[config.mk]
export PLATFORM = sky130hd
export DESIGN_NAME = word_packer
export DESIGN_NICKNAME = d
export VERILOG_FILES = /design/src/rtl/word_packer.sv
export SDC_FILE = /design/constraint.sdc
export NUM_CORES = 1
export LEC_CHECK = 0
export ABC_AREA = 0
export CORE_MARGIN = 8
export CORE_UTILIZATION = 37
export CTS_CLUSTER_DIAMETER = 120
export DETAILED_ROUTE_END_ITERATION = 6
export SYNTH_ARGS = -nofsm -noshare
export SYNTH_HDL_FRONTEND = slang
export SYNTH_SLANG_ARGS = --single-unit
[constraint.sdc]
create_clock -name clk -period 7.1 [get_ports clk]
set_input_delay 1.775 -clock clk [delete_from_list [all_inputs] [get_ports clk]]
set_output_delay 1.775 -clock clk [all_outputs]
set_load 0.03 [all_outputs]
[src/rtl/word_packer.sv]
// Packs narrow input lanes into wide words for a FIFO. The input cannot be stalled,
// so a full word that cannot move on causes later lanes to be dropped and counted.
module word_packer #(
    parameter int IN_W      = 8,
    parameter int RATIO     = 4,
    parameter int TIMEOUT   = 0,
    parameter int MSB_FIRST = 0,
    localparam int OUT_W    = IN_W * RATIO,
    localparam int CW       = $clog2(RATIO + 1)
) (
    input  logic             clk,
    input  logic             rst,
    input  logic             in_valid,
    input  logic [IN_W-1:0]  in_data,
    input  logic             flush,
    output logic             out_valid,
    input  logic             out_ready,
    output logic [OUT_W-1:0] out_data,
    output logic [CW-1:0]    out_count,
    output logic             overflow,
    output logic [15:0]      drop_cnt,
    input  logic             clr_ovf
);

    // Output handshake: a word transfers on any cycle where out_valid and out_ready are
    // both high; out_data/out_count stay frozen while out_valid is high and out_ready low.

    logic [OUT_W-1:0] acc_q, acc_d;
    logic [CW-1:0]    fill_q, fill_d;
    logic             pend_q, pend_d;
    logic [31:0]      idle_q, idle_d;
    logic             out_valid_q, out_valid_d;
    logic [OUT_W-1:0] out_data_q, out_data_d;
    logic [CW-1:0]    out_count_q, out_count_d;
    logic             ovf_q, ovf_d;
    logic [15:0]      drop_q, drop_d;

    logic             free, full, drop, emit, do_flush, timeout_hit;
    logic [OUT_W-1:0] acc_n;
    logic [CW-1:0]    fill_n;

    function automatic logic [OUT_W-1:0] place(input logic [OUT_W-1:0] w, input int k,
                                               input logic [IN_W-1:0] d);
        logic [OUT_W-1:0] r;
        int s;
        r = w;
        s = (MSB_FIRST != 0) ? (RATIO - 1 - k) : k;
        r[s*IN_W +: IN_W] = d;
        return r;
    endfunction

    always_comb begin
        free        = !out_valid_q || out_ready;
        full        = (fill_q == CW'(RATIO));
        timeout_hit = (TIMEOUT > 0) && !in_valid && (fill_q != '0) && !full &&
                      (idle_q == 32'(TIMEOUT - 1));
        acc_d       = acc_q;
        fill_d      = fill_q;
        pend_d      = pend_q;
        idle_d      = idle_q;
        out_valid_d = out_valid_q && !out_ready;
        out_data_d  = out_data_q;
        out_count_d = out_count_q;
        ovf_d       = ovf_q;
        drop_d      = drop_q;
        drop        = 1'b0;
        emit        = 1'b0;
        do_flush    = flush || pend_q || timeout_hit;
        acc_n       = in_valid ? place(acc_q, int'(fill_q), in_data) : acc_q;
        fill_n      = fill_q + CW'(in_valid);

        if (full) begin
            if (free) begin
                // Held word leaves; a lane arriving now starts the next word.
                emit        = 1'b1;
                out_data_d  = acc_q;
                out_count_d = CW'(RATIO);
                acc_d       = in_valid ? place('0, 0, in_data) : '0;
                fill_d      = CW'(in_valid);
                pend_d      = flush && in_valid;
            end else begin
                drop = in_valid;
                if (flush) pend_d = 1'b1;
            end
        end else begin
            acc_d  = acc_n;
            fill_d = fill_n;
            if ((fill_n != '0) && ((fill_n == CW'(RATIO)) || do_flush)) begin
                if (free) begin
                    emit        = 1'b1;
                    out_data_d  = acc_n;
                    out_count_d = fill_n;
                    acc_d       = '0;
                    fill_d      = '0;
                    pend_d      = 1'b0;
                end else if (do_flush) begin
                    pend_d = 1'b1;
                end
            end
        end

        if (emit) out_valid_d = 1'b1;

        if (emit || in_valid) begin
            idle_d = '0;
        end else if ((TIMEOUT > 0) && (fill_q != '0) && !full && (idle_q < 32'(TIMEOUT))) begin
            idle_d = idle_q + 32'd1;
        end

        if (clr_ovf) begin
            ovf_d  = 1'b0;
            drop_d = '0;
        end else if (drop) begin
            ovf_d = 1'b1;
            if (drop_q != 16'hFFFF) drop_d = drop_q + 16'd1;
        end
    end

    always_ff @(posedge clk or posedge rst) begin
        if (rst) begin
            acc_q       <= '0;
            fill_q      <= '0;
            pend_q      <= 1'b0;
            idle_q      <= '0;
            out_valid_q <= 1'b0;
            out_data_q  <= '0;
            out_count_q <= '0;
            ovf_q       <= 1'b0;
            drop_q      <= '0;
        end else begin
            acc_q       <= acc_d;
            fill_q      <= fill_d;
            pend_q      <= pend_d;
            idle_q      <= idle_d;
            out_valid_q <= out_valid_d;
            out_data_q  <= out_data_d;
            out_count_q <= out_count_d;
            ovf_q       <= ovf_d;
            drop_q      <= drop_d;
        end
    end

    assign out_valid = out_valid_q;
    assign out_data  = out_data_q;
    assign out_count = out_count_q;
    assign overflow  = ovf_q;
    assign drop_cnt  = drop_q;

endmodule

; After elaboration in Yosys (flattened, before gate mapping)
; Cells that the tools add are included.
[word_totals]
regBits = 89
latch_bits = 0
mem_bits_rw = 0
rom_bits = 0
input_bits = 14
output_inout_bits = 53
wordCells = 71
n_memories = 0
[op_classes]
add_sub_neg = 3
n_mul = 0
div_mod_pow = 0
n_lt_le_gt_ge = 0
n_eq_ne = 6
shift = 2
mux = 36
n_bitwise = 0
reduce_logical = 16
[op_table]
columns = cell, count
row1 = 32-bit two-way mux, 9
row2 = 16-bit two-way mux, 3
row3 = 6-bit negator with 33-bit output, 1
row4 = 8-bit by 33-bit variable shift with 32-bit output (first input constant), 1
row5 = 8-bit by 33-bit variable part select with 32-bit output, 1
row6 = 32-bit bitwise mux, 1
row7 = 3-bit two-way mux, 8
row8 = 16-bit by 1-bit adder with 16-bit output (second input constant), 1
row9 = 16-bit != test (second input constant), 1
row10 = 1-bit two-way mux, 14
row11 = 8-bit two-way mux, 1
row12 = 3-bit equality test (second input constant), 2
row13 = 3-bit AND reduction, 2
row14 = 2-bit nonzero test, 3
row15 = 3-bit nonzero test, 2
row16 = 2-bit != test (second input constant), 2
row17 = 3-bit by 1-bit adder with 3-bit output, 1
row18 = 1-bit logical AND, 3
row19 = 1-bit logical OR, 3
row20 = 3-bit != test (second input constant), 1
row21 = 1-bit logical NOT, 2
row22 = 2-bit AND reduction, 1

; Logic depth before layout (Yosys ltp)
; Gate-level depths: netlist of the first run.
[depth]
word_depth = 7
mapped_depth = 10
mapped_depth_nobuf = 7

; Least setup slack after synthesis of the first run
; No wires, ideal clock.
[synth_path]
kind = input -> register
start = input port in_valid
end = register out_data_q[0] (netlist: out_data[0])
setup_time_ps = 127
arrival_time_ps = 3526
t_required_ps = 6973
path_slack_ps = 3447
stages = 8
n_path_buf = 2
cell_sequence = ha_1 > ha_1 > nor2_2 > mux2i_4 > a21oi_2 > buf_6 > buf_6 > mux2_1
[synth_via]
elab_chain_cells = 6
word_cells_on_any_way = 12
cone_classes = 1 x add/sub / 2 x eq/ne / 4 x mux / 5 x reduce/logical
[synth_lines]
columns = element, line
row1 = start: declaration, 13  ; input logic in_valid,
row2 = 3-bit by 1-bit adder with 3-bit output, 70  ; fill_n = fill_q + CW'(in_valid);
row3 = 3-bit equality test, 88  ; if ((fill_n != '0) && ((fill_n == CW'(RATIO)) || do_flush)) begin
row4 = 1-bit logical OR, 88
row5 = 1-bit logical AND, 88
row6 = 2-bit != test (no source line) or 2-bit nonzero test (tied branches), -
row7 = 3-bit AND reduction (no source line), -
row8 = end signal: assignment, 136  ; out_data_q <= out_data_d;
row9 = end: declaration, 33  ; logic [OUT_W-1:0] out_data_q, out_data_d;
; Several ways; a longest one is shown, not always the timed one. The select of a mux whose other input is x is not followed.
; A chain may end at the register's enable or synchronous reset.

; Worst setup path in the final report of the first run
[layout_path]
start = input port in_valid
end = register out_data_q[11] (netlist: out_data[11])
; The elaborated chain is that of the path after synthesis.

==> results by stage, run 1 <==
Clock network:
- Clock-pin slew was measured on the worst setup and hold paths at ~60 ps.
- The number of clock sinks is 89.
- Counting the buffers created by CTS gives 9.
- The longest clock path from root to sink contains 2 buffers.
- The number of levels the H-tree was split into is 3.
- The TritonCTS clock tree is yes.
- The number of gates resized after CTS was 0.
- The number of post-CTS setup repair buffers is 0.
- Buffers inserted to repair hold after CTS numbered 0.
- CTS placed an instance of sky130_fd_sc_hd__clkbuf_16 at the clock tree root.
- The clock insertion delay at the later pin of the skew report is 350 ps.

Setup path:
- At the worst endpoint, the required time is 7330 ps.
- Data on the critical path arrives at its endpoint at 5440 ps.
- STA classifies the critical path startpoint as an input pin.
- STA classifies the critical path endpoint as a flop.
- The worst setup path category is in -> reg.
- Along the worst path, the maximum fanout reaches 26.

Routing:
- In the routed layout, each cell is associated on average with a via count of roughly 5.5.
- The first-pass iteration count of the detailed router is 4.
- Summed over all layers, the routed wires come to 12100 um.
- Dividing the detail-routed wire length by the instance count gives approximately 18 um.
- The remaining antenna violation count is 0.
- The detailed router finished its first iteration with 359 violations.
- The total via count after detailed routing is 3732.
- After detailed routing, the number of remaining DRC violations is 0.

Global routing:
- The largest net degree at the start of global routing is 49.
- The initial antenna violation count is 0.
- The overall fraction of global-route tracks in use is 0.151.
- The first global-routing pass estimated roughly 20000 um of wire.
- Summed over all layers, the global routing overflow is 0.
- The via count of the first global-routing pass is between 3000 and 4000.

Finish:
- The multi-input combinational cells in the finished layout cover a total of 2300 um2.
- The number of antenna diodes in the final layout is 0.
- Fill cells in the final layout number 1170.
- Registers take 2230 um2.
- The fraction of layout instances using a drive strength above 1 is 0.148.
- The finished cells cover 5800 um2.
- The final-stage net count is a little over 500.
- Relative to the synthesized area, the layout overhead comes to 22.9%.

Timing:
- Derived from the worst setup path, the maximum achievable clock frequency is 0.192 GHz.
- The portion of the clock cycle consumed by the worst path in the final layout is 0.733.
- The worst hold slack across all endpoints is approximately 490 ps.
- Setup repair after global routing left no endpoint under its margin.
- The count of endpoints failing hold in the final timing report is 0.
- The worst path meets setup with 1890 ps of slack.
- Setup total negative slack on the finished layout was measured at 0 ps.
- The slew of the pin with the lowest slew margin is 881 ps.
- Measured against its own limit, the worst slew margin works out to 0.411.
- After layout, the minimum clock period comes to 5210 ps.
- Between clock sinks in the finished design, the worst skew comes to a little under 9 ps.
- The count of pins over their slew limit came to 0.
- Setup violations remaining at the end of the flow were counted as 0.

Floorplan:
- The initial utilization of the core area, before any placement, comes to 0.377.
- The placeable core region is 12500 um2.
- The floorplan has 41 rows.
- The die covers about 17000 um2.
- The floorplan step set the die width to 129 um.
- Pin placement for this block handled 67 I/O pins.
- The y dimension of the die is 129 um.

Yosys:
- After synthesis the cells add up to between 4000 and 5000 um2.
- The share of the synthesized area in compound gates (AO/OA/AOI/OAI) came to 0.171.
- The share of synthesized registers carrying an async set or reset is 1.00.
- The number of different library cells used by synthesis comes to 59.
- When the netlist entered floorplanning its net count stood at 470.
- Among all flip-flop cells after synthesis, the most frequent one is sky130_fd_sc_hd__dfrtp_1.
- The area fraction in and, or, nand and nor cells after synthesis is 0.165.
- The flip-flop and latch count after synthesis is 89.
- The xor and xnor fraction of the mapped netlist area is 0.00530.
- The multiplexer share of the synthesized area is 0.121.
- Of the total synthesized cell area, the portion taken by full adders, half adders and majority gates is 0.0238.
- The number of enable-type register cells in the synthesized netlist is 0.
- The number of instances in the synthesized netlist is 447.
- By area, the combinational part of the netlist is dominated by compound AO/OA/AOI/OAI gates.
- The share of the Yosys chip area taken by registers is 0.472.
- The total of warnings raised by yosys is 0.
- A synthesized cell averages 10.6 um2.

Place:
- Summed over all nets, the half-perimeter wirelength after detailed placement is 8120 um.
- The final weighted congestion in routability-driven placement is 0.819.
- Once placement finished, the instance area stood at 5470 um2.
- Before CTS, the worst setup slack after placement is around 1500 ps.
- During placement, the flow inserted port buffers numbering 66.

Min path:
- The min-delay analysis places its worst path in the category reg -> reg.

Pwr:
- The leakage power total is 2.42 nW.
- The maximum vdd ir drop is 143 uV.
- The total power density per cell area is 317 nW/um2.

Flow run:
- The max-cap check violation count is 0.

Outcome:
- The run finished with clean final reports.
==> per-stage QoR <==
| step | util | std cells | total power [mW] |
|---|---|---|---|
| floorplan | - | 447 | 1.15 |
| global placement | 0.437 | 657 | 1.29 |
| detailed placement | 0.437 | 657 | 1.31 |
| CTS | 0.464 | 673 | 1.86 |
| global route | 0.464 | 673 | 1.94 |
| finish | 0.464 | 673 | 1.84 |
==> placed cells by master, fill, tap and decap left out, types with 4 or more instances in the layout <==
cell | netlist | routed
sky130_fd_sc_hd__nor2b_1 | 9 | 9
sky130_fd_sc_hd__a22o_1 | 13 | 13
sky130_fd_sc_hd__o211ai_1 | 16 | 16
sky130_fd_sc_hd__or4_1 | 4 | 4
sky130_fd_sc_hd__nand4_1 | 6 | 6
sky130_fd_sc_hd__mux2_1 | 6 | 6
sky130_fd_sc_hd__nand3_1 | 26 | 26
sky130_fd_sc_hd__o22ai_1 | 6 | 6
sky130_fd_sc_hd__ha_1 | 9 | 9
sky130_fd_sc_hd__a32o_1 | 9 | 9
sky130_fd_sc_hd__a211oi_1 | 4 | 4
sky130_fd_sc_hd__a21o_1 | 5 | 5
sky130_fd_sc_hd__a22oi_1 | 7 | 7
sky130_fd_sc_hd__o21ai_0 | 27 | 27
sky130_fd_sc_hd__nand2_1 | 43 | 43
sky130_fd_sc_hd__mux2_2 | 41 | 41
sky130_fd_sc_hd__dfrtp_1 | 89 | 89
sky130_fd_sc_hd__or3_1 | 4 | 4
sky130_fd_sc_hd__nor2_1 | 24 | 24
sky130_fd_sc_hd__clkdlybuf4s50_1 | 0 | 66
sky130_fd_sc_hd__inv_1 | 10 | 9
sky130_fd_sc_hd__clkbuf_16 | 0 | 9
sky130_fd_sc_hd__a21oi_1 | 16 | 16
==> layer usage <==
| metal | share of wire | vias to the layer above | wire length (um) | track usage |
|---|---|---|---|---|
| met5 | 0 | - | 0 | 0 |
| met4 | 0.013 | 0 | 162 | 0.0567 |
| met3 | 0.061 | 14 | 734 | 0.0368 |
| met2 | 0.47 | 107 | 5630 | 0.232 |
| met1 | 0.46 | 1860 | 5560 | 0.201 |
| li1 | - | 1751 | - | - |
==> cells in the mapped netlist, drive strengths merged (2+ instances only) <==
| master | instances | area share |
|---|---|---|
| dfrtp | 89 | 0.47 |
| mux2 | 47 | 0.11 |
| nand2 | 44 | 0.036 |
| o21ai | 28 | 0.030 |
| nand3 | 26 | 0.028 |
| nor2 | 26 | 0.025 |
| clkbuf | 19 | 0.015 |
| a21oi | 17 | 0.019 |
| o211ai | 16 | 0.025 |
| a22o | 13 | 0.024 |
| buf | 12 | 0.019 |
| inv | 10 | 0.0079 |
| a32o | 9 | 0.019 |
| ha | 9 | 0.024 |
| nor2b | 9 | 0.012 |
| a22oi | 7 | 0.011 |
| nand4 | 7 | 0.011 |
| o22ai | 6 | 0.0079 |
| a21o | 5 | 0.0079 |
| or4 | 5 | 0.0087 |
| a211oi | 4 | 0.0064 |
| nand4b | 4 | 0.012 |
| or3 | 4 | 0.0053 |
| mux2i | 3 | 0.0090 |
| o311ai | 3 | 0.0056 |
| or2 | 3 | 0.0040 |
| and4b | 2 | 0.0042 |
| nor3 | 2 | 0.0032 |
| o21a | 2 | 0.0032 |
| o31ai | 2 | 0.0032 |
| o41ai | 2 | 0.0037 |
| or4b | 2 | 0.0058 |
==> worst paths after layout <==
check | start | to | slack, ps | cells after the start
max | in_valid | out_data[11] | 1890 | 8
min | out_data[1] | out_data[1] | 490 | 1
max reg2reg | fill_q[0] | out_data[11] | 3370 | 7
min reg2reg | out_data[1] | out_data[1] | 490 | 1
max in group asynchronous | rst | out_data[23] | 4130 | 3
min in group asynchronous | rst | out_data[8] | 1860 | 2
==> flip-flops by register name, summed over array words and instances, names as in the netlist <==
name and cells:
acc_q 32, drop_cnt 16, fill_q 3, out_count 3
out_data 32, out_valid 1, overflow 1, pend_q 1
==> power by group <==
part           leakage [nW]  switching, mW  internal [mW]  total, mW
combinational          1.03          0.407          0.270      0.676
clock                 0.164          0.198          0.344      0.543
sequential             1.22         0.0519          0.570      0.622
==> critical path, stage by stage <==
cell and delay [ps]:
sky130_fd_sc_hd__clkdlybuf4s50_1 830, sky130_fd_sc_hd__ha_1 440, sky130_fd_sc_hd__ha_1 320, sky130_fd_sc_hd__nor2_2 260, sky130_fd_sc_hd__mux2i_4 240, sky130_fd_sc_hd__a21oi_4 740, sky130_fd_sc_hd__buf_4 420, sky130_fd_sc_hd__mux2_2 380
==> layout make-up <==
cell class                      count  share of cell area
Clock buffer                       11              0.0401
Timing Repair Buffer               69               0.118
Sequential cell                    89               0.384
Tap cell                          172              0.0371
Clock inverter                      5              0.0179
Inverter                           10             0.00668
Multi-Input combinational cell    317               0.397
==> logic make-up after synthesis <==
group,after synthesis
DFF,89
muxes,50
buffers and inverters,41
and+or+nand+nor,139
adders and majority gates,9
xor gates and xnor gates,2
AOI/OAI and AO/OA,117
No activity file was read; power rests on OpenSTA's default activity.
==> run 2: changes to the inputs <==
clock period = 5.3 ns   (was 7.1 ns; I/O delays follow)
==> run 2 against run 1 <==
Count of clock-buffer cells in the layout rose by 1. Clock power is 25% higher. Sequential share of layout area barely moved. Combinational power is 33% higher. Die area stayed put. Largest cell class unchanged. Register-to-register slack worse by 1500 ps.
==> results by stage, run 2 (synthesis gave the netlist of run 1 again) <==
Outcome:
- The run finished with clean final reports.

Finish:
- The leading cell type in the layout, fill and taps excluded is sky130_fd_sc_hd__dfrtp_1.
- The number of inserted diodes was 0 (unchanged).
- The library cells used most frequently in the layout, excluding fill and tap cells, are 89 x sky130_fd_sc_hd__dfrtp_1, 66 x sky130_fd_sc_hd__clkdlybuf4s50_1, 43 x sky130_fd_sc_hd__nand2_1.
- The final-stage net count was 520 (+0.19%).
- Relative to the synthesized area, the layout overhead comes to 22.8%.
- The fraction of layout instances using a drive strength above 1 was 0.149 (+0.00170).

Routing:
- The number of DRC markers in iteration 0 is 365 (+1.7%).
- The average routed wire per standard cell is 17.4 um (-3.2%).
- The remaining antenna violation count came to 0 (unchanged).
- The total via count after detailed routing is 3747 (+0.40%).
- The first-pass iteration count of the detailed router is 5 (+1).
- The total wirelength of the detailed-routed design was 11700 um (-3.1%).
- The post-detailed-route DRC marker count is 0 (unchanged).
- The routed via count divided by cell count came to 5.56 (+0.25%).

Global routing:
- The initial antenna violation count was 0 (unchanged).
- The global-route wire length before repair came to 19700 um (-0.97%).
- The largest net degree at the start of global routing is 64 (+31%).
- The overall fraction of global-route tracks in use came to 0.149 (-0.00225).
- The via count of the first global-routing pass came to 3620 (-2.5%).
- The overflow left after global routing is 0 (unchanged).

Clock network:
- The clock slew seen by the registers of the worst setup and hold paths came to 60 ps (about the same).
- The clock insertion delay at the later pin of the skew report is 330 ps (-20 ps).
- The total clock buffers created by CTS is 9 (unchanged).
- CTS placed an instance of sky130_fd_sc_hd__clkbuf_16 at the clock tree root.
- The number of levels the H-tree was split into was 3 (unchanged).
- The number of clock sinks is 89 (unchanged).
- The total of hold buffers inserted after clock tree synthesis is 0 (unchanged).
- The number of post-CTS setup repair buffers was 0 (unchanged).
- The maximum count of clock buffers along a single path came to 2 (unchanged).
- The TritonCTS clock tree is yes.
- The quantity of gates resized following cts is 0 (unchanged).

Setup path:
- Among all stages on the critical path, the largest delay is contributed by sky130_fd_sc_hd__mux2i_4.
- The worst setup path category is in -> reg.
- The worst setup path is launched from an input pin.
- The biggest cell delay along the critical path is 640 ps (-190 ps).
- The critical path data required time is 5520 ps (-1810 ps).
- The maximum fanout along the worst path is 42 (+62%).
- The critical path goes through clkdlybuf4s50_1 -> ha_1 -> ha_1 -> nor2_2 -> mux2i_4 -> a21oi_4 -> buf_4 -> mux2_1.
- In this run the critical register-to-register path is captured at acc_q[18].
- The worst setup path is captured at a flop.
- In this design, the critical path's most frequently occurring cell is sky130_fd_sc_hd__ha_1.
- The depth of the worst register-to-register path is 7 (unchanged).
- In this run the critical register-to-register path is launched from fill_q[0].
- The arrival time at the worst endpoint is 4120 ps (-1320 ps).
- The slack of the worst reg-to-reg path is 1870 ps (-1500 ps).

Floorplan:
- The y dimension of the die is 129 um (unchanged).
- The die area is 16600 um2 (unchanged).
- The placeable core region came to 12500 um2 (unchanged).
- The row count was 41 (unchanged).
- The I/O pin count is 67 (unchanged).
- The overall die width came to 129 um (unchanged).
- The initial core utilization is 0.377 (unchanged).

Min path:
- The worst hold path terminates at out_data[2].
- The worst hold path depth is 1 (unchanged).
- In this run the most critical hold path is launched from out_data[2].
- The worst hold path belongs to the class reg -> reg.

Pwr:
- The power consumption was 2.41 mW (+31%).
- The total power density per cell area was 416 nW/um2 (+31%).
- The fraction of power consumed by combinational cells came to 0.372 (+0.005).
- The sequential share of power came to 0.346 (+0.008).
- The switching power share of the total came to 0.357 (about the same).
- The maximum vdd ir drop was 176 uV (+23%).
- The power dissipated by switching net loads is 0.860 mW (+31%).
- The internal power of the cells is 1.55 mW (+31%).
- The clock network fraction of design power is 0.283 (-0.012).
- The leakage power total is 2.41 nW (-0.24%).

Timing:
- The worst hold slack across all endpoints is 489 ps (+0.410 ps).
- The peak clock frequency supported by timing is 0.256 GHz.
- For the finished layout, the period the worst path requires is 3900 ps.
- Of the available clock period, the critical path in the final layout requires 0.737.
- The count of endpoints failing hold in the final timing report was 0 (unchanged).
- The number of setup violations in the final report was 0 (unchanged).
- The final setup TNS is 0 ps (unchanged).
- The maximum clock skew at final layout is 6.30 ps (-2.53 ps).
- The count of pins over their slew limit came to 0 (unchanged).
- The relative slew slack is 0.262 (-0.149).
- The minimum setup slack in the final design was 1400 ps (-499 ps).
- Setup repair after global routing left no endpoint under its margin.
- The slew of the pin with the lowest slew margin came to 1110 ps (+225 ps).

Place:
- The final weighted congestion in routability-driven placement is 0.839 (+2.5%).
- The pre-CTS setup slack is 1040 ps (-499 ps).
- The number of buffers added on ports was 66 (unchanged).
- The detailed placement HPWL is 8070 um (-0.57%).

Flow run:
- The max-cap check violation count is 0 (unchanged).
==> run 2: layout make-up <==
| cell class | count | area [um2] |
|---|---|---|
| Inverter | 10 | 38.8 |
| Clock inverter | 4 | 76.3 |
| Multi-Input combinational cell | 317 | 2300 |
| Fill cell | 1189 | 6720 |
| Tap cell | 172 | 215 |
| Timing Repair Buffer | 70 | 691 |
| Clock buffer | 12 | 246 |
| Sequential cell | 89 | 2230 |
==> run 2: worst max path at each step <==
stage                  start           end  slack, ps  cells after the start
finish              in_valid  out_data[31]       1400                      8
detailed placement  in_valid   out_data[2]       1040                      8
global placement    in_valid  out_data[31]       1140                      8
global route        in_valid  out_data[31]       1270                      8
floorplan                rst      acc_q[0]       1670                      1
CTS                 in_valid  out_data[31]       1390                      8
==> run 2: routing by layer <==
layer / GRT usage / share of wire / vias to the layer above
met5: 0 / 0 / -
li1: - / - / 1752
met3: 0.0352 / 0.072 / 11
met2: 0.221 / 0.46 / 107
met1: 0.205 / 0.45 / 1877
met4: 0.0574 / 0.012 / 0
==> run 2: worst max-delay path, delay by kind of cell <==
family                     cells  cell delay (ps)
muxes                          2             1010
adders and majority gates      2              540
and+or+nand+nor                1              240
buffers and inverters          2              770
AOI/OAI and AO/OA              1              190
==> run 2: through the flow <==
stage / area (um2) / utilization / cells
after floorplan: 4720 / - / 447
after global placement: 5470 / 0.437 / 658
after detailed placement: 5470 / 0.437 / 658
after CTS: 5800 / 0.463 / 674
after global routing: 5800 / 0.463 / 674
final: 5800 / 0.463 / 674
==> run 2: power groups by stage <==
| stage | registers (mW) | logic, mW | clock network (mW) |
|---|---|---|---|
| after floorplan | 0.896 | 0.647 | 0 |
| after global placement | 0.845 | 0.886 | 0 |
| after detailed placement | 0.846 | 0.901 | 0 |
| after CTS | 0.835 | 0.907 | 0.702 |
| after global routing | 0.846 | 0.984 | 0.728 |
| final | 0.833 | 0.897 | 0.681 |
